==> src/rtl/s2_word_accumulator.sv <==
// s2_word_accumulator: sums LEN words from the S2 register stage and hands the sum off on a valid/ready port
module s2_word_accumulator #(
    parameter int N   = 8,
    parameter int LEN = 4
) (
    input  logic                       clk,
    input  logic                       clr_n,
    input  logic                       in_valid,
    input  logic [N-1:0]               in_data,
    output logic                       in_ready,
    input  logic                       flush,
    output logic                       out_valid,
    input  logic                       out_ready,
    output logic [N+$clog2(LEN)-1:0]   out_sum,
    output logic [$clog2(LEN+1)-1:0]   out_cnt
);
    localparam int W = N + $clog2(LEN);
    localparam int C = $clog2(LEN + 1);

    typedef enum logic {ACC, DONE} state_t;

    state_t         state_q, state_d;
    logic [W-1:0]   acc_q, acc_d;
    logic [C-1:0]   cnt_q, cnt_d;

    // next state: accumulate in ACC, close the group on the LEN-th word or a non-empty flush, clear on handshake
    always_comb begin
        state_d = state_q;
        acc_d   = acc_q;
        cnt_d   = cnt_q;
        if (state_q == ACC) begin
            acc_d = in_valid ? acc_q + W'(in_data) : acc_q;
            cnt_d = in_valid ? cnt_q + C'(1) : cnt_q;
            state_d = (cnt_d == C'(LEN) || (flush && cnt_d != '0)) ? DONE : ACC;
        end else if (out_ready) begin
            state_d = ACC;
            acc_d   = '0;
            cnt_d   = '0;
        end
    end

    // state and datapath registers; reset discards any partial or pending result
    always_ff @(posedge clk) begin
        if (!clr_n) begin
            state_q <= ACC;
            acc_q   <= '0;
            cnt_q   <= '0;
        end else begin
            state_q <= state_d;
            acc_q   <= acc_d;
            cnt_q   <= cnt_d;
        end
    end

    assign in_ready  = (state_q == ACC);
    assign out_valid = (state_q == DONE);
    assign out_sum   = acc_q;
    assign out_cnt   = cnt_q;
endmodule

==> config.mk <==
export PLATFORM = sky130hd
export DESIGN_NAME = s2_word_accumulator
export DESIGN_NICKNAME = d
export VERILOG_FILES = /design/src/rtl/s2_word_accumulator.sv
export SDC_FILE = /design/constraint.sdc
export NUM_CORES = 1
export LEC_CHECK = 0
export CORE_MARGIN = 2
export CORE_UTILIZATION = 45
export DETAILED_ROUTE_END_ITERATION = 16
export PLACE_DENSITY_LB_ADDON = 0.3
export SKIP_CTS_REPAIR_TIMING = 1
export SLEW_MARGIN = 20
export SYNTH_ARGS = -nofsm -noshare
export SYNTH_HDL_FRONTEND = slang
export SYNTH_SLANG_ARGS = --single-unit
==> constraint.sdc <==
create_clock -name clk -period 2 [get_ports clk]
set_input_delay 0.3 -clock clk [delete_from_list [all_inputs] [get_ports clk]]
set_output_delay 0.3 -clock clk [all_outputs]
set_load 0.02 [all_outputs]
### Word-level counts from Yosys, hierarchy flattened

Index checks and enable logic that the tools add are counted.

| word-level totals | value |
|---|---|
| logic and storage cells | 22 |
| input bits | 13 |
| bits in registers | 14 |
| latch bits | 0 |
| memory bits (writable) | 0 |
| memories kept | 0 |
| ROM bits | 0 |
| output and inout bits | 15 |

| operators by class | value |
|---|---|
| multiply operators | 0 |
| order comparisons | 0 |
| add/subtract/negate cells | 2 |
| reduce and logical (&&, ||, !) cells | 5 |
| eq/ne operators | 2 |
| bitwise operators | 1 |
| divide/modulo/power cells | 0 |
| mux-type cells | 9 |
| shifts and indexed selects | 0 |

Operators with widths:

| operator | number |
|---|---|
| $mux W10 | 3 |
| $add A10 B8 Y10 | 1 |
| $mux W3 | 3 |
| $add A3 B1 Y3 const B | 1 |
| $eq A3 B3 Y1 const B | 1 |
| $mux W1 | 3 |
| $reduce_bool A3 Y1 | 1 |
| $ne A2 B2 Y1 const B | 1 |
| $reduce_and A2 Y1 | 1 |
| $reduce_bool A2 Y1 | 1 |
| $logic_and A1 B1 Y1 | 1 |
| $logic_or A1 B1 Y1 | 1 |
| $not A1 Y1 | 1 |

### Depth between registers and ports, before layout

Gate-level depths: netlist of the first run.

| logic depth | value |
|---|---|
| word-level depth | 7 |
| gate-level depth with buffers | 8 |
| depth with buffers taken out | 8 |

### Worst setup path after synthesis of the first run

No wires, ideal clock.

| path | value |
|---|---|
| path kind | register to register |
| start | register acc_q[0] (netlist: out_sum[0]) |
| end | register acc_q[6] (netlist: out_sum[6]) |
| data required time | 1.931 ns |
| arrival time | 1.755 ns |
| library setup time | 0.069 ns |
| slack | 0.176 ns |
| clock period less this slack | 1.824 ns |
| buffers on the path | 0 |
| cell stages (with the launch flop) | 9 |
| cells stage by stage | dfxtp_1 -> ha_1 -> inv_1 -> fa_1 -> nand2b_1 -> a21oi_2 -> o22ai_1 -> xor2_1 -> o21ai_1 |

| between the ends | value |
|---|---|
| cells in the longest elaborated chain, start to end | 3 |

Ends and longest elaborated chain:

| what | RTL line | text |
|---|---|---|
| start: declaration | 23 | `logic [W-1:0] acc_q, acc_d;` |
| start signal: assignment | 46 | `acc_q <= '0;` |
| start signal: assignment | 50 | `acc_q <= acc_d;` |
| $add A10 B8 Y10 | 32 | `acc_d = in_valid ? acc_q + W'(in_data) : acc_q;` |
| $mux W10 | 32 |  |
| $mux W10 | 31 | `if (state_q == ACC) begin` |

No other way between the ends. The select of a mux whose other input is x is not followed.
A chain may end at the register's enable or synchronous reset.

### Worst setup path in the final report of the first run

| path | value |
|---|---|
| start | input in_data[0] |
| end | register acc_q[6] (netlist: out_sum[6]) |

| between the ends | value |
|---|---|
| cells in the longest elaborated chain, start to end | 3 |

Ends and longest elaborated chain:

| what | RTL line | text |
|---|---|---|
| start: declaration | 9 | `input logic [N-1:0] in_data,` |
| $add A10 B8 Y10 | 32 |  |
| $mux W10 | 32 |  |
| $mux W10 | 31 |  |

No other way between the ends. The select of a mux whose other input is x is not followed.

==> results of run 1 <==
==> per-layer routing <==
layer / up-vias / part of all wire [%] / global-route usage (%)
met3: 4 / 6.0 / 4.01
met2: 32 / 50 / 34.7
met4: 0 / 1.1 / 8.10
met1: 389 / 43 / 22.1
li1: 426 / - / -
met5: - / 0 / 0
==> kinds of logic (layout without fill, tap and decap cells) <==
kind of cell	count (synthesis)	after routing
AND/OR/NAND/NOR	33	33
AO/OA/AOI/OAI	26	26
flip-flops	14	14
adder cells (fa/ha/maj)	10	10
buffers and inverters	10	43
XOR/XNOR	7	7
multiplexers	3	3
==> sequential cells by signal, summed over array words and instances, names as in the netlist <==
signal	flops
out_valid	1
out_cnt	3
out_sum	10
==> where the power goes <==
part / switching (W) / internal [W] / leakage, nW / total (W)
clock network: 0.000105 / 0.000111 / 0.0210 / 0.000216
logic: 0.000169 / 0.000165 / 0.383 / 0.000333
registers: 0.0000232 / 0.000305 / 0.115 / 0.000328
total: 0.000297 / 0.000580 / 0.518 / 0.000877
==> Yosys cell counts (all sizes together) (2+ instances only) <==
library cell	number	area [um2]
a21oi	4	27.5
a22oi	4	30.0
clkbuf	2	7.51
dfxtp	14	280
ha	9	113
inv	7	26.3
mux2i	3	30.0
nand2	8	30.0
nand2b	2	12.5
nand3	6	30.0
nor2	7	26.3
nor2b	7	43.8
o21ai	9	48.8
xnor2	2	17.5
xor2	5	43.8
==> worst max-delay path by stage <==
stage / start / slack, ns / depth (start not counted) / endpoint
finish: in_data[0] / 0.13 / 9 / out_sum[6]
global placement: in_data[0] / -0.15 / 9 / out_sum[6]
global route: in_data[0] / -0.02 / 9 / out_sum[4]
detailed placement: in_data[0] / -0.23 / 9 / out_sum[6]
floorplan: out_sum[0] / 0.18 / 8 / out_sum[6]
CTS: in_data[0] / 0.08 / 9 / out_sum[6]
==> worst reg2reg max path: stages, from the launching register on <==
cell	delay [ns]
dfxtp_1	0.36
ha_1	0.18
inv_1	0.06
fa_1	0.38
nand2b_4	0.17
a21oi_2	0.18
o22ai_1	0.12
xor2_1	0.15
o21ai_1	0.11
==> stage by stage <==
step	instance area, um2	total power, W	util [%]	cells	hold slack, ns
after floorplan	896	0.000533	-	103	0.454
after global placement	1220	0.000651	63.7	159	0.470
after detailed placement	1220	0.000662	63.7	159	0.477
after CTS	1260	0.000874	65.6	163	0.491
after global routing	1270	0.000930	66.0	163	0.517
final	1270	0.000877	66.0	163	0.490
==> layout make-up <==
type                       instances  area [um2]
sequential                        14         280
timing repair buffer              32         308
fill                             168         653
clock buffer                       4        36.3
multi-input combinational         79         584
inverter                           7        26.3
tap                               27        33.8
==> summary.txt, run 1 <==
Global routing
  – Congestion Overflow GR: 0
  – Vias in the first global route: 882
  – Tot GR Track Use: 19.3%
  – Global-route wire length before repair: 3680 um
  – Largest net degree at the start of global routing: 14
  – Initial antenna violation count: 0

STA
  – Setup Viol. Count Final: 0
  – Tmin final: 1.87 ns
  – Setup TNS: 0 ns
  – Final hold vios: 0
  – Final Cycle Share: 93.3%
  – RSZ-0062 raised after global routing: true
  – Fin Clk Skew: 0.00438 ns
  – Slew Viols, Final: 0
  – Tightest Pin Transition: 0.466 ns
  – Fmax: 536 MHz
  – Slew headroom: 68.8%
  – Post-route setup slack: 0.133 ns

Placed design
  – Buffers added on ports: 27
  – Routability congestion estimate from global placement: 0.739
  – Dpl hpwl: 1620 um
  – Pre-CTS WS: -0.230 ns

Clock network
  – Clock root buffer: clkbuf_4
  – Sink Count: 14
  – Clock Path Buffers: 2
  – CTS tree: built
  – Worst-Skew Late Latency: 0.29 ns
  – CTS Buf Count: 3
  – H-tree depth: 1
  – Clock slew at reported path FFs: 0.10 ns

Worst hold path
  – Min-delay worst type: reg -> reg
  – WHS Path Cells: 2
  – Hold Path Origin: out_sum[6]
  – Hold EP: out_sum[6]

Logic synthesis
  – Post-synthesis xor/xnor area fraction: 6.84%
  – Async set-reset flop share out of synthesis: 0%
  – Mux cell area share after synthesis: 3.35%
  – Simple-Gate Fraction of Synth Area: 18.2%
  – Synth cell types: 32
  – Sequential area share after synthesis: 31.3%
  – Post-synthesis instance area: 896 um2
  – Adder-cell share of the synthesized area: 14.8%
  – Largest family of logic cells by synthesized area: compound AO/OA/AOI/OAI gates
  – Syn avg cell area: 8.70 um2
  – Compound-gate portion of the synthesized area: 21.2%
  – Top_reg_cell synth: dfxtp_1
  – Synth warnings: 0
  – Synth Net Count: 126
  – Register bit total from synthesis: 14
  – Number of synthesized flops with an enable pin: 0
  – Mapped Cells: 103

Setup path
  – CP bufs+invs: 2
  – Worst Path Arrival: 2.10 ns
  – Worst stage delay on the critical path: 0.46 ns
  – Top Family by Delay on Critical Path: adder cells
  – RR Endpoint: out_sum[6]
  – WP data required: 2.23 ns
  – CP Class: in -> reg
  – R2r worst-path depth: 8
  – FF-to-FF setup slack: 0.23 ns
  – Max FO, Critical Path: 3
  – Worst path cell trace: clkdlybuf4s50_1 -> ha_1 -> inv_1 -> fa_1 -> nand2b_4 -> a21oi_2 -> o22ai_1 -> xor2_1 -> o21ai_1
  – CP max stage cell: clkdlybuf4s50_1
  – R2R Path Start: out_sum[0]
  – Startpoint Class: input port
  – Crit end category: flop

Drt
  – Antenna-violating nets left: 0
  – DR pass1 iterations: 4
  – Post-Route WL: 2120 um
  – DR iter-0 viols: 14
  – Number of vias per cell: 5.22
  – DRC viols: 0
  – Via count: 851
  – Routed len/inst: 13.0 um

Die
  – Die area: 2360 um2
  – I/O pin total: 28
  – Initial Utilization: 46.6%
  – Die W: 48.6 um
  – Die height: 48.6 um
  – # rows: 16
  – Core Box Area: 1920 um2

Finish
  – Commonest non-fill, non-tap cell in the layout: clkdlybuf4s50_1
  – Number of diodes: 0
  – Nets@finish: 160
  – Ratio of cells with drive above 1 in the final layout: 11.8%
  – Area delta synth->final: 41.6%
  – Most frequent cells in the layout: clkdlybuf4s50_1 (27), dfxtp_1 (14), ha_1 (9)

Power
  – Peak supply drop: 0.442 mV
  – LEAKAGE: 0.518 nW
  – Cell area power density: 691 nW/um2

Run status
  – Outcome: finished clean

Run
  – Max-Cap Viols: 0
Power figures use the tool's default switching activity.
==> inputs of run 2 (changes only) <==
PLACE_DENSITY = 0.82   (was default)
PLACE_DENSITY_LB_ADDON = default   (was 0.3)
==> run 2 against run 1 <==
  * Die area unchanged
  * Routed wire length decreased by 0.43%
  * Clock skew decreased by 0.0036 ns
  * Highest routed layer unchanged
==> summary.txt, run 2 (same netlist as run 1, synthesis figures left out) <==
Run status
  – Outcome: finished clean (unchanged)

Setup path
  – CP bufs+invs: 2 (unchanged)
  – Max FO, Critical Path: 3 (unchanged)
  – Worst path cell trace: clkdlybuf4s50_1 -> ha_1 -> inv_1 -> fa_1 -> nand2b_1 -> a21oi_2 -> o22ai_1 -> xor2_1 -> o21ai_1 (was clkdlybuf4s50_1 -> ha_1 -> inv_1 -> fa_1 -> nand2b_4 -> a21oi_2 -> o22ai_1 -> xor2_1 -> o21ai_1)
  – Stages on the worst setup path: 9 (unchanged)
  – CP max stage cell: clkdlybuf4s50_1 (unchanged)
  – CP Class: in -> reg (unchanged)
  – Worst stage delay on the critical path: 0.46 ns (about the same)
  – Top Family by Delay on Critical Path: adder cells (unchanged)
  – Crit end category: flop (unchanged)
  – R2r worst-path depth: 8 (unchanged)
  – Startpoint Class: input port (unchanged)
  – WP data required: 2.23 ns (about the same)
  – Worst Path Arrival: 2.14 ns (was 2.10 ns)

Finish
  – Ratio of cells with drive above 1 in the final layout: 11.0% (was 11.8%)
  – Fin cells: 163 (unchanged)
  – Nets@finish: 160 (unchanged)
  – Number of diodes: 0 (unchanged)
  – Area delta synth->final: 40.8% (was 41.6%)
  – Commonest non-fill, non-tap cell in the layout: clkdlybuf4s50_1 (unchanged)
  – Max FFs per register: 10 (unchanged)
  – Most frequent cells in the layout: clkdlybuf4s50_1 (27), dfxtp_1 (14), ha_1 (9) (unchanged)
  – Fin area: 1260 um2 (was 1270 um2)

Placed design
  – Dpl hpwl: 1610 um (was 1620 um)
  – Routability congestion estimate from global placement: 0.856 (was 0.739)
  – Buffers added on ports: 27 (unchanged)
  – Placed Cells: 159 (unchanged)
  – Area after DPL: 1220 um2 (unchanged)

Die
  – Die area: 2360 um2 (unchanged)
  – I/O pin total: 28 (unchanged)
  – # rows: 16 (unchanged)
  – Core Box Area: 1920 um2 (unchanged)
  – Initial Utilization: 46.6% (unchanged)
  – Die height: 48.6 um (unchanged)
  – Die W: 48.6 um (unchanged)

Global routing
  – Congestion Overflow GR: 0 (unchanged)
  – Global-route wire length before repair: 3550 um (was 3680 um)
  – Vias in the first global route: 801 (was 882)
  – Initial antenna violation count: 0 (unchanged)
  – Tot GR Track Use: 18.9% (was 19.3%)
  – Largest net degree at the start of global routing: 11 (was 14)

STA
  – Setup TNS: 0 ns (unchanged)
  – Tmin final: 1.91 ns (was 1.87 ns)
  – Setup Viol. Count Final: 0 (unchanged)
  – RSZ-0062 raised after global routing: false (was true)
  – Slew Viols, Final: 0 (unchanged)
  – Slew headroom: 73.7% (was 68.8%)
  – Fin Clk Skew: 0.000823 ns (was 0.00438 ns)
  – Final Cycle Share: 95.4% (was 93.3%)
  – Tightest Pin Transition: 0.390 ns (was 0.466 ns)
  – Fmax: 524 MHz (was 536 MHz)
  – Final hold vios: 0 (unchanged)

Drt
  – DRC viols: 0 (unchanged)
  – DR iter-0 viols: 23 (was 14)
  – Number of vias per cell: 5.23 (was 5.22)
  – Via count: 853 (was 851)
  – Antenna-violating nets left: 0 (unchanged)
  – Post-Route WL: 2110 um (was 2120 um)
  – Routed len/inst: 12.9 um (was 13.0 um)
  – DR pass1 iterations: 4 (unchanged)

Clock network
  – Clock root buffer: clkbuf_4 (unchanged)
  – H-tree depth: 1 (unchanged)
  – CTS tree: built (unchanged)
  – Sink Count: 14 (unchanged)
  – Worst-Skew Late Latency: 0.29 ns (about the same)
  – Clock Path Buffers: 2 (unchanged)
  – CTS Buf Count: 3 (unchanged)
  – Clock slew at reported path FFs: 0.09 ns (was 0.10 ns)

Power
  – Peak supply drop: 0.477 mV (was 0.442 mV)
  – Cell area power density: 687 nW/um2 (was 691 nW/um2)
  – LEAKAGE: 0.509 nW (was 0.518 nW)

Run
  – Max-Cap Viols: 0 (unchanged)

Worst hold path
  – Min-delay worst type: reg -> reg (unchanged)
  – WHS Path Cells: 2 (unchanged)
-- run 2: final cells by class --
type,instances,area (um2)
Tap cell,27,33.8
Fill cell,169,661
Timing Repair Buffer,32,308
Clock buffer,4,36.3
Inverter,7,26.3
Multi-Input combinational cell,79,577
Sequential cell,14,280
-- run 2: final timing paths --
check             startpoint  slack (ns)         end
hold reg to reg   out_sum[5]        0.48  out_sum[5]
setup reg to reg  out_sum[0]        0.19  out_sum[6]
setup / recovery  in_data[0]        0.09  out_sum[6]
hold / removal    out_sum[5]        0.48  out_sum[5]
-- run 2: power by group --
group	leakage, nW	internal, W	total, W	switching [W]
combinational	0.373	0.000160	0.000325	0.000165
sequential	0.115	0.000305	0.000329	0.0000246
clock	0.0210	0.000111	0.000213	0.000102
-- run 2: per-stage QoR --
stage	hold slack, ns	worst slack [ns]	util (%)	power, W
CTS	0.491	0.106	65.6	0.000871
floorplan	0.454	0.176	-	0.000533
global route	0.509	0.0378	65.6	0.000921
finish	0.484	0.0921	65.6	0.000867
detailed placement	0.479	-0.196	63.7	0.000656
global placement	0.465	-0.139	63.7	0.000647
-- run 2: worst reg2reg max path: stages (launching register included) --
cell and delay [ns]:
dfxtp_1 0.36, ha_1 0.17, inv_1 0.05, fa_1 0.36
nand2b_1 0.20, a21oi_2 0.20, o22ai_1 0.12, xor2_1 0.15
o21ai_1 0.12
-- run 2: routing by layer --
layer  wire length, um  share of wire (%)  GRT usage (%)  vias to the layer above
met1              1010                 48           25.8                      386
met3                90                4.3           4.32                        2
met5                 0                  0              0                        -
met2               976                 46           29.9                       33
li1                  -                  -              -                      432
met4                26                1.2           5.71                        0
